File: config.mk
export PLATFORM = sky130hd
export DESIGN_NAME = ps16_bus_arbiter
export DESIGN_NICKNAME = d
export VERILOG_FILES = /design/src/rtl/ps16_bus_arbiter.sv
export SDC_FILE = /design/constraint.sdc
export NUM_CORES = 1
export LEC_CHECK = 0
export CORE_ASPECT_RATIO = 0.8
export CORE_MARGIN = 2
export CORE_UTILIZATION = 38
export DETAILED_ROUTE_END_ITERATION = 8
export SLEW_MARGIN = 20
export SYNTH_ARGS = -nofsm -noshare
export SYNTH_HDL_FRONTEND = slang
export SYNTH_SLANG_ARGS = --single-unit
File: constraint.sdc
create_clock -name sys_clk -period 3.5 [get_ports sys_clk]
set_clock_uncertainty 0.05 [all_clocks]
set_input_delay 0.7 -clock sys_clk [delete_from_list [all_inputs] [get_ports sys_clk]]
set_output_delay 0.7 -clock sys_clk [all_outputs]
set_load 0.005 [all_outputs]
File: src/rtl/ps16_bus_arbiter.sv
// ps16_bus_arbiter: sequences the 68000 nBR / nBG / nBGACK handshake so the
// Pi-side access FSM only runs bus cycles while PiStorm16 owns the Amiga bus.
// Optional idle auto-release of the bus is compiled in with the macro
// PS16_ARB_AUTO_RELEASE_EN; without it, ownership ends only on acq_req=0 or
// Amiga reset.
module ps16_bus_arbiter #(
  parameter int unsigned GRANT_TIMEOUT = 255,
  parameter int unsigned IDLE_HOLD     = 16,
  parameter int unsigned CNT_W         = 8
) (
  input  logic       sys_clk,
  input  logic       nSYS_RESET,
  input  logic       mc_clk_falling,
  input  logic       acq_req,
  input  logic       access_busy,
  input  logic       bg_n_sync,
  input  logic       as_n_sync,
  input  logic       bgack_n_sync,
  input  logic       reset_n_sync,
  output logic       br_drive,
  output logic       bgack_drive,
  output logic       bus_owned,
  output logic       grant_timeout,
  output logic [2:0] arb_state
);

  typedef enum logic [2:0] {
    ST_IDLE      = 3'd0,
    ST_REQ       = 3'd1,
    ST_WAIT_FREE = 3'd2,
    ST_OWN       = 3'd3,
    ST_RELEASE   = 3'd4
  } arb_state_t;

  localparam logic [CNT_W-1:0] TIMEOUT_LIM = CNT_W'(GRANT_TIMEOUT);
  localparam logic [CNT_W-1:0] CNT_MAX     = '1;

`ifdef PS16_ARB_AUTO_RELEASE_EN
  localparam logic [CNT_W-1:0] HOLD_LIM = CNT_W'(IDLE_HOLD);
`else
  // Hold limit has no function without auto-release; kept referenced only.
  logic [CNT_W-1:0] w_unused_hold;
  assign w_unused_hold = CNT_W'(IDLE_HOLD);
`endif

  arb_state_t       r_state, w_state_nxt;
  logic [CNT_W-1:0] r_cnt, w_cnt_nxt, w_cnt_inc;
  logic             r_br, w_br_nxt;
  logic             r_bgack, w_bgack_nxt;
  logic             r_owned, w_owned_nxt;
  logic             r_timeout, w_timeout_nxt;

  // Saturating strobe counter increment; never wraps past all-ones.
  always_comb begin
    w_cnt_inc = (r_cnt == CNT_MAX) ? r_cnt : r_cnt + CNT_W'(1);
  end

  // Next-state and next-output decode for the arbitration handshake.
  always_comb begin
    w_state_nxt   = r_state;
    w_cnt_nxt     = r_cnt;
    w_br_nxt      = r_br;
    w_bgack_nxt   = r_bgack;
    w_owned_nxt   = r_owned;
    w_timeout_nxt = r_timeout;

    if ((r_state != ST_IDLE) && !reset_n_sync) begin
      // Amiga reset drops every drive; the timeout flag is left alone.
      w_state_nxt = ST_IDLE;
      w_br_nxt    = 1'b0;
      w_bgack_nxt = 1'b0;
      w_owned_nxt = 1'b0;
    end else begin
      case (r_state)
        ST_IDLE: begin
          if (!acq_req) begin
            w_timeout_nxt = 1'b0;
          end else if (!r_timeout) begin
            w_state_nxt = ST_REQ;
            w_br_nxt    = 1'b1;
            w_cnt_nxt   = '0;
          end
        end

        ST_REQ: begin
          if (!acq_req) begin
            // Abort beats a coincident strobe, so no timeout is flagged.
            w_state_nxt = ST_IDLE;
            w_br_nxt    = 1'b0;
          end else if (mc_clk_falling) begin
            if (!bg_n_sync) begin
              w_state_nxt = ST_WAIT_FREE;
            end else begin
              w_cnt_nxt = w_cnt_inc;
              if (w_cnt_inc >= TIMEOUT_LIM) begin
                w_state_nxt   = ST_IDLE;
                w_br_nxt      = 1'b0;
                w_timeout_nxt = 1'b1;
              end
            end
          end
        end

        ST_WAIT_FREE: begin
          if (!acq_req) begin
            w_state_nxt = ST_IDLE;
            w_br_nxt    = 1'b0;
          end else if (mc_clk_falling && as_n_sync && bgack_n_sync) begin
            // nBGACK asserts on the same edge nBR releases.
            w_state_nxt = ST_OWN;
            w_bgack_nxt = 1'b1;
            w_br_nxt    = 1'b0;
            w_owned_nxt = 1'b1;
            w_cnt_nxt   = '0;
          end
        end

        ST_OWN: begin
          if (!acq_req && !access_busy) begin
            w_state_nxt = ST_RELEASE;
            w_owned_nxt = 1'b0;
          end
`ifdef PS16_ARB_AUTO_RELEASE_EN
          else if (access_busy) begin
            w_cnt_nxt = '0;
          end else if (mc_clk_falling) begin
            w_cnt_nxt = w_cnt_inc;
            if (w_cnt_inc >= HOLD_LIM) begin
              w_state_nxt = ST_RELEASE;
              w_owned_nxt = 1'b0;
            end
          end
`endif
        end

        ST_RELEASE: begin
          // nBGACK lets go a strobe after bus_owned has already fallen.
          if (mc_clk_falling) begin
            w_state_nxt = ST_IDLE;
            w_bgack_nxt = 1'b0;
          end
        end

        default: begin
          w_state_nxt = ST_IDLE;
          w_br_nxt    = 1'b0;
          w_bgack_nxt = 1'b0;
          w_owned_nxt = 1'b0;
        end
      endcase
    end
  end

  // State and output registers with synchronous active-low reset.
  always_ff @(posedge sys_clk) begin
    if (!nSYS_RESET) begin
      r_state   <= ST_IDLE;
      r_cnt     <= '0;
      r_br      <= 1'b0;
      r_bgack   <= 1'b0;
      r_owned   <= 1'b0;
      r_timeout <= 1'b0;
    end else begin
      r_state   <= w_state_nxt;
      r_cnt     <= w_cnt_nxt;
      r_br      <= w_br_nxt;
      r_bgack   <= w_bgack_nxt;
      r_owned   <= w_owned_nxt;
      r_timeout <= w_timeout_nxt;
    end
  end

  assign br_drive      = r_br;
  assign bgack_drive   = r_bgack;
  assign bus_owned     = r_owned;
  assign grant_timeout = r_timeout;
  assign arb_state     = r_state;

endmodule

After elaboration in Yosys (flattened, before gate mapping)
Index checks and enable logic that the tools add are counted.
- register bits: 15
- output and inout port bits: 7
- input bits: 9
- logic and storage cells: 96
- reduce and logical (&&, ||, !) cells: 21
- multiplexer cells: 41
- bitwise operators: 5
- order comparisons: 1
- equal/unequal tests: 21
- add/subtract/negate cells: 1
- operator list (kind ; count):
    two-way mux 8 bit ; 8
    two-way mux 3 bit ; 10
    one-hot mux 8 bit (3 select lines) ; 1
    inequality test 2 bit, second input constant ; 11
    AND reduction 7 bit ; 3
    two-way mux 1 bit ; 17
    one-hot mux 3 bit (5 select lines) ; 1
    inequality test 3 bit, second input constant ; 4
    AND reduction 9 bit ; 1
    adder 8 x 1 -> 8 bit, second input constant ; 1
    == test 8 bit, second input constant ; 1
    >= comparator 8 bit, second input constant ; 1
    AND reduction 4 bit ; 2
    == test 3 x 2 -> 1 bit, second input constant ; 2
    one-hot mux 1 bit (3 select lines) ; 2
    nonzero test 3 bit ; 2
    OR reduction 3 bit ; 2
    inverter 1 bit ; 5
    logical AND 1 bit ; 4
    inequality test 4 bit, second input constant ; 1
    one-hot mux 1 bit (4 select lines) ; 1
    OR reduction 2 bit ; 2
    == test 3 x 1 -> 1 bit, second input constant ; 1
    == test 3 bit, second input constant ; 1
    other kinds (4) ; 6

Logic depth before layout (Yosys ltp)
- word-level depth: 8
- depth in mapped cells: 8
- mapped depth without buffers: 7

Worst setup path before layout
OpenSTA, ideal clock, no wires.
- path type: input-to-reg
- start: in bgack_n_sync
- end: reg r_cnt[3]
- stages on the path: 6
- slack: 1.353 ns
- data arrival time: 2.028 ns
- library setup time: 0.070 ns
- path buffers: 0
- path through: nand3_1 a21oi_2 o22ai_2 a211o_4 or4_1 a21oi_1
- cells in the longest elaborated chain, start to end: 3
- ends and longest elaborated chain (element ; RTL line ; RTL):
    from (decl) ; 18 ; input logic bgack_n_sync,
    logical AND 1 bit ; 108 ; end else if (mc_clk_falling && as_n_sync && bgack_n_sync) begin
    inequality test 2 bit (no line) ; -- ;
    AND reduction 9 bit (no line) ; -- ;
    to (signal assigned) ; 165 ; r_cnt <= w_cnt_nxt;
    to (decl) ; 47 ; logic [CNT_W-1:0] r_cnt, w_cnt_nxt, w_cnt_inc;
No other way between the ends.
A chain may end at the register's enable or synchronous reset.

Worst setup path after layout
- start: in mc_clk_falling
- end: reg r_cnt[3]
- cells in the longest elaborated chain, start to end: 4
- ends and longest elaborated chain (element ; RTL line ; RTL):
    from (decl) ; 13 ; input logic mc_clk_falling,
    logical AND 1 bit (2 in a row) ; 108 ;
    inequality test 2 bit (no line) ; -- ;
    AND reduction 9 bit (no line) * ; -- ;
Every way passes the cells marked *; elsewhere a longest branch is shown, timed or not.

==> flow_metrics.py <==
metrics = {
    "clock_tree": {
        "insertion_delay_ns": 0.25,
        "number_of_clock_sinks": 15,
        "cts_root_buffer": "clkbuf_8",
        "tritoncts": "done",
        "worst_setup_hold_path_clk_slew_ns": 0.06,
        "post_cts_resized": 0,
        "cts.repair_timing.setup_buffer_count": 0,
        "deepest_level_of_the_cts_h_tree": 1,
        "cts-hold-fix-buffers": 0,
        "cts_bufs_inserted": 3,
        "clk_path_buf_depth": 2,
    },
    "logic_synthesis": {
        "yosys_register_bits": 15,
        "synthesis.nets": 164,
        "yosysUniqueCellTypes": 46,
        "yosys_warns": 0,
        "post_synth_inst_count": 154,
        "synth-seq-area-share_pct": 26.3,
        "synth_edf_count": 0,
        "share_of_synthesized_registers_carrying_an_async_set_or_reset_pct": 0,
        "synth_flop_cell": "dfxtp_1",
        "synth.cell_area_sq_mm": 0.00114,
        "syn_avg_cell_area_sq_um": 7.40,
    },
    "place": {
        "gpl.final_weighted_congestion": 0.870,
        "hpwlAfterDp_um": 2100,
        "portBuffers": 15,
    },
    "cells_and_area": {
        "nFillCells": 291,
        "drive_gt1_share_pct": 7.36,
        "most_common_library_cell_in_the_layout_ignoring_fill_and_taps": "nor2_1",
        "finish.net_count": 174,
        "layout-area-overhead-vs-synth_pct": 13.7,
        "antenna_cells_inserted": 0,
        "layout.cells.most_common_list": "20 x nor2_1, 15 x dfxtp_1, 15 x clkdlybuf4s50_1",
        "sequential_standard_cell_area_sq_um": 300,
        "multi_input_area_sq_um": 734,
    },
    "worst_setup_path": {
        "crit_path_cell_trace": "clkdlybuf4s50_1 -> nand3_1 -> a21oi_2 -> o22ai_2 -> a211o_4 -> or4_1 -> a21oi_1",
        "critPathBufInv": 1,
        "timing.reg2reg.setup_slack_ns": 0.97,
        "worst-path-max-fanout": 9,
        "worst_setup_path_end_kind": "register",
        "cp_slowest_stage_delay_ns": 0.56,
        "worstPathArrival_ns": 2.81,
        "r2r.worst_path.cells": 7,
        "critical_path.slowest_cell": "clkdlybuf4s50_1",
        "critPathLaunchType": "input pin",
        "cp.depth": 7,
        "cp_top_family": "compound AO/OA/AOI/OAI gates",
        "reg2reg_to": "br_drive",
        "r2r-start": "r_cnt[0]",
        "worst-endpoint-required_ns": 3.63,
        "critPathKind": "in2reg",
    },
    "min_path": {
        "hp-class": "reg2reg",
        "worst_hold_startpoint": "bus_owned",
        "holdPathStages": 2,
        "worstHoldEndpoint": "bus_owned",
    },
    "grt": {
        "first_global_vias": 946,
        "grt_first_pass_wirelength_um": 4550,
        "number_of_antenna_violations_at_the_first_check_in_global_routing": 0,
        "global_route.usage.total_pct": 17.2,
        "grt_max_degree": 16,
        "globalRouteOverflowTotal": 0,
    },
    "sta": {
        "rsz_0062_raised_after_global_routing": "no",
        "tns_ns": 0,
        "relSlewSlack_pct": 60.5,
        "final.period_utilization_pct": 76.4,
        "tightestPinTransition_ns": 0.587,
        "final_number_of_hold_violating_endpoints": 0,
        "finalSetupViolCount": 0,
        "min_period_ns": 2.67,
        "slew_viol_final": 0,
        "clock.fmax_ghz": 0.374,
    },
    "drt": {
        "route.detailed.drc": 0,
        "drt_first_pass_iters": 4,
        "route.detailed.wl_per_inst_um": 13.8,
        "drt_iter0_markers": 85,
        "drt-total-wl_um": 2780,
        "number_of_nets_still_failing_antenna_checks_after_routing": 0,
        "vias_per_cell": 5.81,
        "dr_total_vias": 1167,
    },
    "power_and_ir_drop": {
        "pwr_total_w": 0.000484,
        "leakagePower_nw": 0.423,
        "p_clk_share_pct": 29.2,
        "vdd_drop_max_mv": 0.199,
        "powerDensity_mw_per_mm2": 373,
        "p_comb_share_pct": 30.5,
        "netSwitchingPower_w": 0.000156,
        "power_switching_share_pct": 32.3,
        "p_int_w": 0.000328,
        "portion_of_total_power_attributed_to_sequential_cells_pct": 40.3,
    },
    "floorplan": {
        "dieArea_sq_mm": 0.00346,
        "chip_width_um": 65.2,
        "io_pins": 16,
        "die_height_um": 53.0,
        "placement_rows": 17,
        "initial_utilization_pct": 40.6,
        "core_region_area_sq_mm": 0.00281,
    },
    "job": {
        "drv_cap": 0,
    },
    "outcome": {
        "run_status": "complete, no violations",
    },
}
-- cell usage after synthesis, types with 4 or more instances --
master	n	area share, %
a21oi_1	14	6.1
o21ai_0	13	5.7
clkbuf_1	5	1.6
a211oi_1	4	2.6
nor3_1	6	2.6
nand2_1	14	4.6
a31oi_1	4	2.2
dfxtp_1	15	26
nand3_1	7	3.1
nor2_1	20	6.6
-- routing by layer --
layer | wire (um) | share of wire (%) | global-route usage, % | up-vias
met5 | 0 | 0 | 0 | -
met4 | 12 | 0.43 | 3.13 | 0
met3 | 180 | 6.5 | 4.47 | 2
met2 | 1200 | 43 | 24.8 | 37
met1 | 1390 | 50 | 25.4 | 538
li1 | - | - | - | 590
-- cells by family after synthesis --
logic type                 after synthesis  synth area share, %
DFF                                     15                 26.3
and+or+nand+nor                         68                 30.2
xor gates and xnor gates                 1                0.769
AOI/OAI and AO/OA                       55                 32.4
buffers and inverters                   14                 9.22
adders and majority gates                1                 1.10
-- sequential cells by signal, summed over array words and instances (netlist names) --
register,cells
bgack_drive,1
br_drive,1
arb_state,3
bus_owned,1
r_cnt,8
grant_timeout,1
-- through the flow --
stage / instance area (sq um) / std cells / util, % / hold WS, ns / setup WS, ns
final: 1300 / 201 / 46.2 / 0.449 / 0.827
after global routing: 1300 / 201 / 46.2 / 0.504 / 0.726
after CTS: 1300 / 201 / 46.2 / 0.459 / 0.839
after detailed placement: 1250 / 197 / 44.6 / 0.450 / 0.570
after global placement: 1250 / 197 / 44.6 / 0.443 / 0.699
after floorplan: 1140 / 154 / - / 0.444 / 1.35
-- worst reg2reg max path, cell delays in order (launching register included) --
cell and delay (ns):
dfxtp_1 0.48, ha_1 0.46, and3_1 0.39, a32oi_1 0.09, o22a_1 0.24, o31ai_1 0.38
a21oi_1 0.13, a41o_1 0.21
-- power groups by stage --
| stage | clock (W) | sequential [W] | combinational [W] |
|---|---|---|---|
| after global routing | 0.000156 | 0.000197 | 0.000160 |
| after CTS | 0.000146 | 0.000194 | 0.000146 |
| after floorplan | 0 | 0.000191 | 0.000107 |
| after detailed placement | 0 | 0.000198 | 0.000146 |
| after global placement | 0 | 0.000198 | 0.000147 |
| final | 0.000141 | 0.000195 | 0.000148 |
-- final cells by class --
class / instances / area share, %
Clock buffer: 4 / 3.47
Multi-Input combinational cell: 125 / 56.7
Inverter: 3 / 0.869
Sequential cell: 15 / 23.2
Timing Repair Buffer: 16 / 12.2
Tap cell: 38 / 3.67
-- worst max path at each step --
| stage | from | endpoint | slack, ns |
|---|---|---|---|
| floorplan | bgack_n_sync | r_cnt[3] | 1.35 |
| finish | mc_clk_falling | r_cnt[3] | 0.83 |
| global route | r_cnt[0] | br_drive | 0.73 |
| global placement | acq_req | r_cnt[3] | 0.70 |
| CTS | mc_clk_falling | r_cnt[3] | 0.84 |
| detailed placement | mc_clk_falling | r_cnt[3] | 0.57 |
Power figures use the tool's default switching activity.
